--- config.mk ---
export PLATFORM = sky130hd
export DESIGN_NAME = mul_ctrl
export DESIGN_NICKNAME = d
export VERILOG_FILES = /design/src/rtl/mul_ctrl_pkg.sv /design/src/rtl/mul_hilo.sv /design/src/rtl/mul_ctrl.sv
export SDC_FILE = /design/constraint.sdc
export NUM_CORES = 1
export LEC_CHECK = 0
export ABC_AREA = 1
export CORE_MARGIN = 1.5
export CORE_UTILIZATION = 58
export DETAILED_ROUTE_END_ITERATION = 12
export PLACE_DENSITY = 0.85
export RECOVER_POWER = 100
export SLEW_MARGIN = 20
export SYNTH_ARGS = -nofsm -noshare
export SYNTH_HDL_FRONTEND = slang
export SYNTH_HIERARCHICAL = 1
export SYNTH_SLANG_ARGS = --single-unit
export TNS_END_PERCENT = 10
--- constraint.sdc ---
create_clock -name cpu_clk -period 6.6 [get_ports cpu_clk]
set_input_delay 0.66 -clock cpu_clk [delete_from_list [all_inputs] [get_ports cpu_clk]]
set_output_delay 0.66 -clock cpu_clk [all_outputs]
set_load 0.03 [all_outputs]
--- src/rtl/mul_ctrl_pkg.sv ---
// -----------------------------------------------------------------------------
// mul_ctrl_pkg
//   Shared constants for the multiply controller: datapath widths, the 4-bit
//   EX-stage operation encodings, the controller FSM state enum and small
//   decode helpers used by both the controller and anything that drives it.
// -----------------------------------------------------------------------------
package mul_ctrl_pkg;

  localparam int DATA_W = 32;
  localparam int PROD_W = 2 * DATA_W;
  localparam int OP_W   = 4;

  typedef enum logic [OP_W-1:0] {
    MUL_NOP = 4'd0,
    MULT    = 4'd1,
    MULTU   = 4'd2,
    MUL     = 4'd3,
    MADD    = 4'd4,
    MADDU   = 4'd5,
    MSUB    = 4'd6,
    MSUBU   = 4'd7,
    MTHI    = 4'd8,
    MTLO    = 4'd9
  } ex_op_e;

  typedef enum logic [1:0] {
    IDLE  = 2'd0,
    ISSUE = 2'd1,
    WAIT  = 2'd2,
    ACC   = 2'd3
  } state_e;

  // Operations that go through the multiplier (everything from MULT to MSUBU).
  function automatic logic is_mul_class(input logic [OP_W-1:0] op);
    return (op == MULT)  || (op == MULTU) || (op == MUL)  ||
           (op == MADD)  || (op == MADDU) || (op == MSUB) || (op == MSUBU);
  endfunction

  // Operations whose product is formed from two's-complement operands.
  function automatic logic is_signed(input logic [OP_W-1:0] op);
    return (op == MULT) || (op == MUL) || (op == MADD) || (op == MSUB);
  endfunction

  // Operations that fold the product into HI/LO instead of overwriting it.
  function automatic logic is_acc(input logic [OP_W-1:0] op);
    return (op == MADD) || (op == MADDU) || (op == MSUB) || (op == MSUBU);
  endfunction

  // Accumulating operations that subtract the product.
  function automatic logic is_sub(input logic [OP_W-1:0] op);
    return (op == MSUB) || (op == MSUBU);
  endfunction

endpackage

--- src/rtl/mul_hilo.sv ---
// -----------------------------------------------------------------------------
// mul_hilo
//   Architectural HI/LO register pair.
//   Ports:
//     clk, rst       : clock, asynchronous active-high reset (HI/LO -> 0)
//     wr_prod_en     : load {hi,lo} with wr_prod (MULT/MULTU retire)
//     wr_prod        : 64-bit product
//     wr_hi_en       : load hi with wr_data (MTHI)
//     wr_lo_en       : load lo with wr_data (MTLO)
//     wr_data        : single-register write value
//     acc_en         : {hi,lo} <= {hi,lo} +/- acc_val (MADD family)
//     acc_sub        : select subtract for the accumulate
//     acc_val        : 64-bit product to accumulate
//     hi, lo         : current register contents
//   The controller never asserts more than one write source in a cycle; the
//   priority below only makes the behaviour well defined if it ever did.
// -----------------------------------------------------------------------------
module mul_hilo
  import mul_ctrl_pkg::*;
(
  input  logic              clk,
  input  logic              rst,
  input  logic              wr_prod_en,
  input  logic [PROD_W-1:0] wr_prod,
  input  logic              wr_hi_en,
  input  logic              wr_lo_en,
  input  logic [DATA_W-1:0] wr_data,
  input  logic              acc_en,
  input  logic              acc_sub,
  input  logic [PROD_W-1:0] acc_val,
  output logic [DATA_W-1:0] hi,
  output logic [DATA_W-1:0] lo
);

  logic [PROD_W-1:0] hilo_q;
  logic [PROD_W-1:0] hilo_d;

  // Accumulate is plain 64-bit modular arithmetic: signed and unsigned
  // variants differ only in how the product was formed, not in the add.
  function automatic logic [PROD_W-1:0] acc_wrap(input logic [PROD_W-1:0] base,
                                                 input logic [PROD_W-1:0] val,
                                                 input logic              sub);
    logic [PROD_W-1:0] res;
    if (sub) res = base - val;
    else     res = base + val;
    return res;
  endfunction

  always_comb begin
    hilo_d = hilo_q;
    if (wr_prod_en) begin
      hilo_d = wr_prod;
    end else if (acc_en) begin
      hilo_d = acc_wrap(hilo_q, acc_val, acc_sub);
    end else begin
      if (wr_hi_en) hilo_d[PROD_W-1:DATA_W] = wr_data;
      if (wr_lo_en) hilo_d[DATA_W-1:0]      = wr_data;
    end
  end

  always_ff @(posedge clk or posedge rst) begin
    if (rst) begin
      hilo_q <= '0;
    end else begin
      hilo_q <= hilo_d;
    end
  end

  assign hi = hilo_q[PROD_W-1:DATA_W];
  assign lo = hilo_q[DATA_W-1:0];

endmodule

--- src/rtl/mul_ctrl.sv ---
// -----------------------------------------------------------------------------
// mul_ctrl
//   Sequencing controller between the EX stage and a one-cycle multiplier
//   (mul_alu, instantiated by the parent). Decodes multiply-class ops, drives
//   the multiplier start/operand/sign inputs, owns HI/LO (including
//   MADD/MSUB accumulation) and stalls EX until each operation retires.
//   Ports:
//     cpu_clk, cpu_rst   : clock, asynchronous active-high reset
//     ex_valid, ex_op    : EX-stage instruction valid and operation code
//     ex_src1, ex_src2   : rs / rt operands
//     flush              : abort the current operation (highest priority)
//     ex_stall           : hold the EX stage (combinational)
//     res_valid,res_data : MUL GPR result strobe and low 32 bits of product
//     hi, lo             : architectural HI/LO
//     mul_start          : one-cycle multiplier start (registered)
//     mul_reg1, mul_reg2 : multiplier operands (registered, held until next accept)
//     mul_signed         : multiplier signed_op (registered)
//     mul_done           : multiplier done
//     mul_result         : multiplier 64-bit product
// -----------------------------------------------------------------------------
module mul_ctrl
  import mul_ctrl_pkg::*;
(
  input  logic              cpu_clk,
  input  logic              cpu_rst,
  input  logic              ex_valid,
  input  logic [OP_W-1:0]   ex_op,
  input  logic [DATA_W-1:0] ex_src1,
  input  logic [DATA_W-1:0] ex_src2,
  input  logic              flush,
  output logic              ex_stall,
  output logic              res_valid,
  output logic [DATA_W-1:0] res_data,
  output logic [DATA_W-1:0] hi,
  output logic [DATA_W-1:0] lo,
  output logic              mul_start,
  output logic [DATA_W-1:0] mul_reg1,
  output logic [DATA_W-1:0] mul_reg2,
  output logic              mul_signed,
  input  logic              mul_done,
  input  logic [PROD_W-1:0] mul_result
);

  state_e            state_q,  state_d;
  logic [OP_W-1:0]   op_q,     op_d;
  logic [DATA_W-1:0] reg1_q,   reg1_d;
  logic [DATA_W-1:0] reg2_q,   reg2_d;
  logic              signed_q, signed_d;
  logic              start_q,  start_d;
  logic [PROD_W-1:0] prod_q,   prod_d;

  logic              accept;
  logic              stall_raw;
  logic              res_valid_raw;
  logic              wr_prod_en;
  logic              wr_hi_en;
  logic              wr_lo_en;
  logic              acc_en;

  assign accept = ex_valid && !flush;

  always_comb begin
    state_d       = state_q;
    op_d          = op_q;
    reg1_d        = reg1_q;
    reg2_d        = reg2_q;
    signed_d      = signed_q;
    start_d       = 1'b0;
    prod_d        = prod_q;
    stall_raw     = 1'b0;
    res_valid_raw = 1'b0;
    wr_prod_en    = 1'b0;
    wr_hi_en      = 1'b0;
    wr_lo_en      = 1'b0;
    acc_en        = 1'b0;

    case (state_q)
      IDLE: begin
        // A late mul_done from a flushed operation lands here and is ignored.
        if (accept) begin
          if (is_mul_class(ex_op)) begin
            state_d   = ISSUE;
            op_d      = ex_op;
            reg1_d    = ex_src1;
            reg2_d    = ex_src2;
            signed_d  = is_signed(ex_op);
            start_d   = 1'b1;
            stall_raw = 1'b1;
          end else if (ex_op == MTHI) begin
            wr_hi_en  = 1'b1;
          end else if (ex_op == MTLO) begin
            wr_lo_en  = 1'b1;
          end
        end
      end

      ISSUE: begin
        // mul_start is already registered high for this cycle; a flush here
        // cannot retract it, so the resulting done simply arrives in IDLE.
        if (flush) begin
          state_d   = IDLE;
        end else begin
          state_d   = WAIT;
          stall_raw = 1'b1;
        end
      end

      WAIT: begin
        if (flush) begin
          state_d = IDLE;
        end else if (mul_done) begin
          if (is_acc(op_q)) begin
            prod_d    = mul_result;
            state_d   = ACC;
            stall_raw = 1'b1;
          end else begin
            state_d = IDLE;
            if (op_q == MUL) res_valid_raw = 1'b1;
            else             wr_prod_en    = 1'b1;
          end
        end else begin
          stall_raw = 1'b1;
        end
      end

      ACC: begin
        state_d = IDLE;
        if (!flush) acc_en = 1'b1;
      end

      default: state_d = IDLE;
    endcase
  end

  always_ff @(posedge cpu_clk or posedge cpu_rst) begin
    if (cpu_rst) begin
      state_q  <= IDLE;
      op_q     <= MUL_NOP;
      reg1_q   <= '0;
      reg2_q   <= '0;
      signed_q <= 1'b0;
      start_q  <= 1'b0;
    end else begin
      state_q  <= state_d;
      op_q     <= op_d;
      reg1_q   <= reg1_d;
      reg2_q   <= reg2_d;
      signed_q <= signed_d;
      start_q  <= start_d;
    end
  end

  // Product holding register between WAIT and ACC; pure data, only read in
  // ACC after being loaded, so it needs no reset.
  always_ff @(posedge cpu_clk) begin
    prod_q <= prod_d;
  end

  mul_hilo u_hilo (
    .clk        (cpu_clk),
    .rst        (cpu_rst),
    .wr_prod_en (wr_prod_en),
    .wr_prod    (mul_result),
    .wr_hi_en   (wr_hi_en),
    .wr_lo_en   (wr_lo_en),
    .wr_data    (ex_src1),
    .acc_en     (acc_en),
    .acc_sub    (is_sub(op_q)),
    .acc_val    (prod_q),
    .hi         (hi),
    .lo         (lo)
  );

  // Combinational outputs are forced low while reset is held.
  assign ex_stall   = stall_raw && !cpu_rst;
  assign res_valid  = res_valid_raw && !cpu_rst;
  assign res_data   = res_valid ? mul_result[DATA_W-1:0] : '0;

  assign mul_start  = start_q;
  assign mul_reg1   = reg1_q;
  assign mul_reg2   = reg2_q;
  assign mul_signed = signed_q;

endmodule

==> results.sh <==
export IMPL_status="finished, violations left"
export IMPL_violations="max-capacitance violations, max-slew violations"
export IMPL_clock_latency_ns=0.46
export IMPL_grt_ovfl_total=0
export IMPL_start_util_pct=58.66
export IMPL_hold_class="flip-flop to flip-flop"
export IMPL_finalWeightedCongestion=1.099
export IMPL_dieArea_sq_mm=0.02903
export IMPL_cp_common_cell="nand2_1"
export IMPL_die_w_um=170.4
export IMPL_htree_num_levels=4
export IMPL_path_class="input pin to flip-flop"
export IMPL_yosys_warnings=6
export IMPL_max_clock_freq_mhz=207.2
export IMPL_min_period_ns=4.826
export IMPL_post_synth_num_cell_types=46
export IMPL_rsz0062_at_grt="no"
export IMPL_worst_pin_slew_ns=4.150
export IMPL_crit_path_max_incr_delay_ns=2.07
export IMPL_syn_inst=2613
export IMPL_rows=61
export IMPL_root_buffer="clkbuf_16"
export IMPL_grt_max_degree=73
export IMPL_whs_ns=0.4791
export IMPL_synth_seq_cells=200
export IMPL_maxSlewViolCount=270
export IMPL_vias=18745
export IMPL_p_clk_share_pct=12.0
export IMPL_vias_per_cell=5.717
export IMPL_power_share_sequential_pct=23.4
export IMPL_syn_area_sq_mm=0.01625
export IMPL_cts_sinks=200
export IMPL_portBuffers=300
export IMPL_final_hold_violation_count=0
export IMPL_power_frac_comb_pct=64.5
export IMPL_peakVddDrop_mv=0.3382
export IMPL_skew_ns=0.02133
export IMPL_postSynthNetCount=2815
export IMPL_chipHeight_um=170.4
export IMPL_worst_setup_path_end_kind="flip-flop"
export IMPL_final_nets=3089
export IMPL_max_slew_margin_rel_pct=-176.7
export IMPL_ctsResizeCount=0
export IMPL_first_pass_iters=10
export IMPL_clk_pin_slew_ns=0.08
export IMPL_numCtsBuffers=17
export IMPL_cts_buffer_depth=2
export IMPL_dp_final_hpwl_um=55720
export IMPL_crit_fanout=66
export IMPL_powerDensity_mw_per_mm2=439.6
export IMPL_n_fill_cell=2261
export IMPL_arrival_ns=5.15
export IMPL_area_delta_synth_final_pct=23.61
export IMPL_grt_pass1_wl_um=101300
export IMPL_grt_pass1_vias=17625
export IMPL_routed_wirelength_um=68960
export IMPL_worstPathCellList="dlygate4sd3_1 > inv_1 > nand2_1 > nor2_1 > nand3_1 > clkinvlp_2 > nand2_1 > nand2_1"
export IMPL_async_flop_share_pct=68.00
export IMPL_setup_violations=0
export IMPL_syn_area_per_cell_sq_um=6.220
export IMPL_coreArea_sq_mm=0.02771
export IMPL_ios=301
export IMPL_power_leakage_uw=0.01082
export IMPL_drt_iter0_drc=2618
export IMPL_cts_tree="done"
export IMPL_cp_required_ns=6.93
export IMPL_period_share_pct=73.11
export IMPL_intPower_uw=3978
export IMPL_crit_slowest_cell="clkinvlp_2"
export IMPL_postCtsSetupBuffers=0
export IMPL_ctsHoldBuffers=0
export IMPL_ant_nets=0
export IMPL_antenna_found_initial=1
export IMPL_finalCoreUtilization_pct=72.51
export IMPL_drc=0
export IMPL_synth_edf_count=64
export IMPL_cap_viol_max_count=4
export IMPL_finalSetupTns_ns=0
export IMPL_netSwitchingFraction_pct=54.96
export IMPL_gr_usage_all_layers_pct=47.64
export IMPL_synthFlopType="dfrtp_1"
export IMPL_drive_gt1_share_pct=2.828
export IMPL_wl_per_cell_um=21.03
export IMPL_startpoint_type="input pin"
export IMPL_power_switching_uw=4854
export IMPL_yosysSeqAreaShare_pct=32.77
-- logic make-up after synthesis --
| kind of cell | count (synthesis) | share of synthesized area, % |
|---|---|---|
| xor gates and xnor gates | 62 | 3.341 |
| adders and majority gates | 65 | 5.050 |
| buffers and inverters | 470 | 11.49 |
| DFF | 200 | 32.77 |
| and+or+nand+nor | 1564 | 39.08 |
| AOI/OAI and AO/OA | 252 | 8.269 |
-- worst max-delay path: cells and delay by family --
family | cells | cell delay, ns
buf+inv | 3 | 2.83
simple gates | 5 | 1.66
-- flip-flops by register name, indices dropped and copies added, names as in the netlist --
register       cells
state_q            2
op_q               4
prod_q            64
mul_reg2          32
u_hilo/hilo_q     64
mul_start          1
mul_signed         1
mul_reg1          32
-- per-layer routing --
metal / GRT usage, % / part of all wire (%) / vias up
met3: 17.30 / 15 / 302
met4: 30.36 / 7.3 / 0
met2: 69.76 / 41 / 1350
met5: 0 / 0 / -
li1: - / - / 8598
met1: 59.36 / 36 / 8495
-- final cells by class --
cell class | instances | area, sq um | area share [%]
antenna | 1 | 2.502 | 0.01246
clock buffer | 19 | 442.9 | 2.205
clock inverter | 13 | 143.9 | 0.7162
inverter | 413 | 1551 | 7.723
multi-input combinational | 1943 | 9072 | 45.16
sequential | 200 | 5325 | 26.51
tap | 378 | 473.0 | 2.354
timing repair buffer | 312 | 3078 | 15.32
-- placed cells by master (no fill, tap or decap), types with 7 or more instances in the layout --
cell and instances:
nor2_4 9, nor2_2 8, o211ai_1 8, nand2_1 1045
xnor2_1 13, ha_1 64, nand3b_1 24, dlygate4sd3_1 229
nor2_1 312, inv_1 406, edfxtp_1 64, xor2_1 49
nand2_2 7, buf_4 8, nand3_1 102, clkdlybuf4s50_1 71
nand4_1 20, a21oi_1 126, nor3_1 19, o21ai_0 98
clkbuf_16 17, dfrtp_1 136
-- cell usage after synthesis, types with 19 or more instances --
library cell  instances  area [sq um]
nand2_1            1044          3919
inv_1               405          1520
nor2_1              313          1175
dfrtp_1             136          3403
a21oi_1             125         625.6
nand3_1             101         505.5
o21ai_0              95         475.5
edfxtp_1             64          1922
ha_1                 64         800.8
xor2_1               49         429.2
clkbuf_1             32         120.1
nand3b_1             24         180.2
nand4_1              20         125.1
nor3_1               19         95.09
-- power groups by stage --
stage	registers, uW	clock network (uW)	logic (uW)
finish	2070	1060	5700
detailed placement	2080	0	5610
CTS	2070	1060	5650
floorplan	2720	0	2820
global placement	2070	0	5490
global route	2100	1110	6120
-- final timing paths --
kind                       slack [ns]           endpoint  cells past startpoint    startpoint
hold / removal                   0.48       mul_reg2[24]                      2  mul_reg2[24]
hold reg to reg                  0.48       mul_reg2[24]                      2  mul_reg2[24]
setup reg to reg                 1.92  u_hilo/hilo_q[48]                     25       op_q[3]
min in group asynchronous        2.26         mul_signed                      3       cpu_rst
setup / recovery                 1.77       mul_reg2[28]                      8         flush
max in group asynchronous        1.89  u_hilo/hilo_q[49]                      3       cpu_rst
-- stage by stage --
step	cells	power (uW)	setup slack, ns	instance area, sq um
detailed placement	3246	7685	2.390	19540
global placement	3246	7554	2.445	19540
floorplan	2613	5533	2.507	16250
finish	3279	8832	1.774	20090
global route	3279	9327	1.310	20090
CTS	3278	8776	2.321	20120
Note: power is estimated with default switching activity, not from simulation.
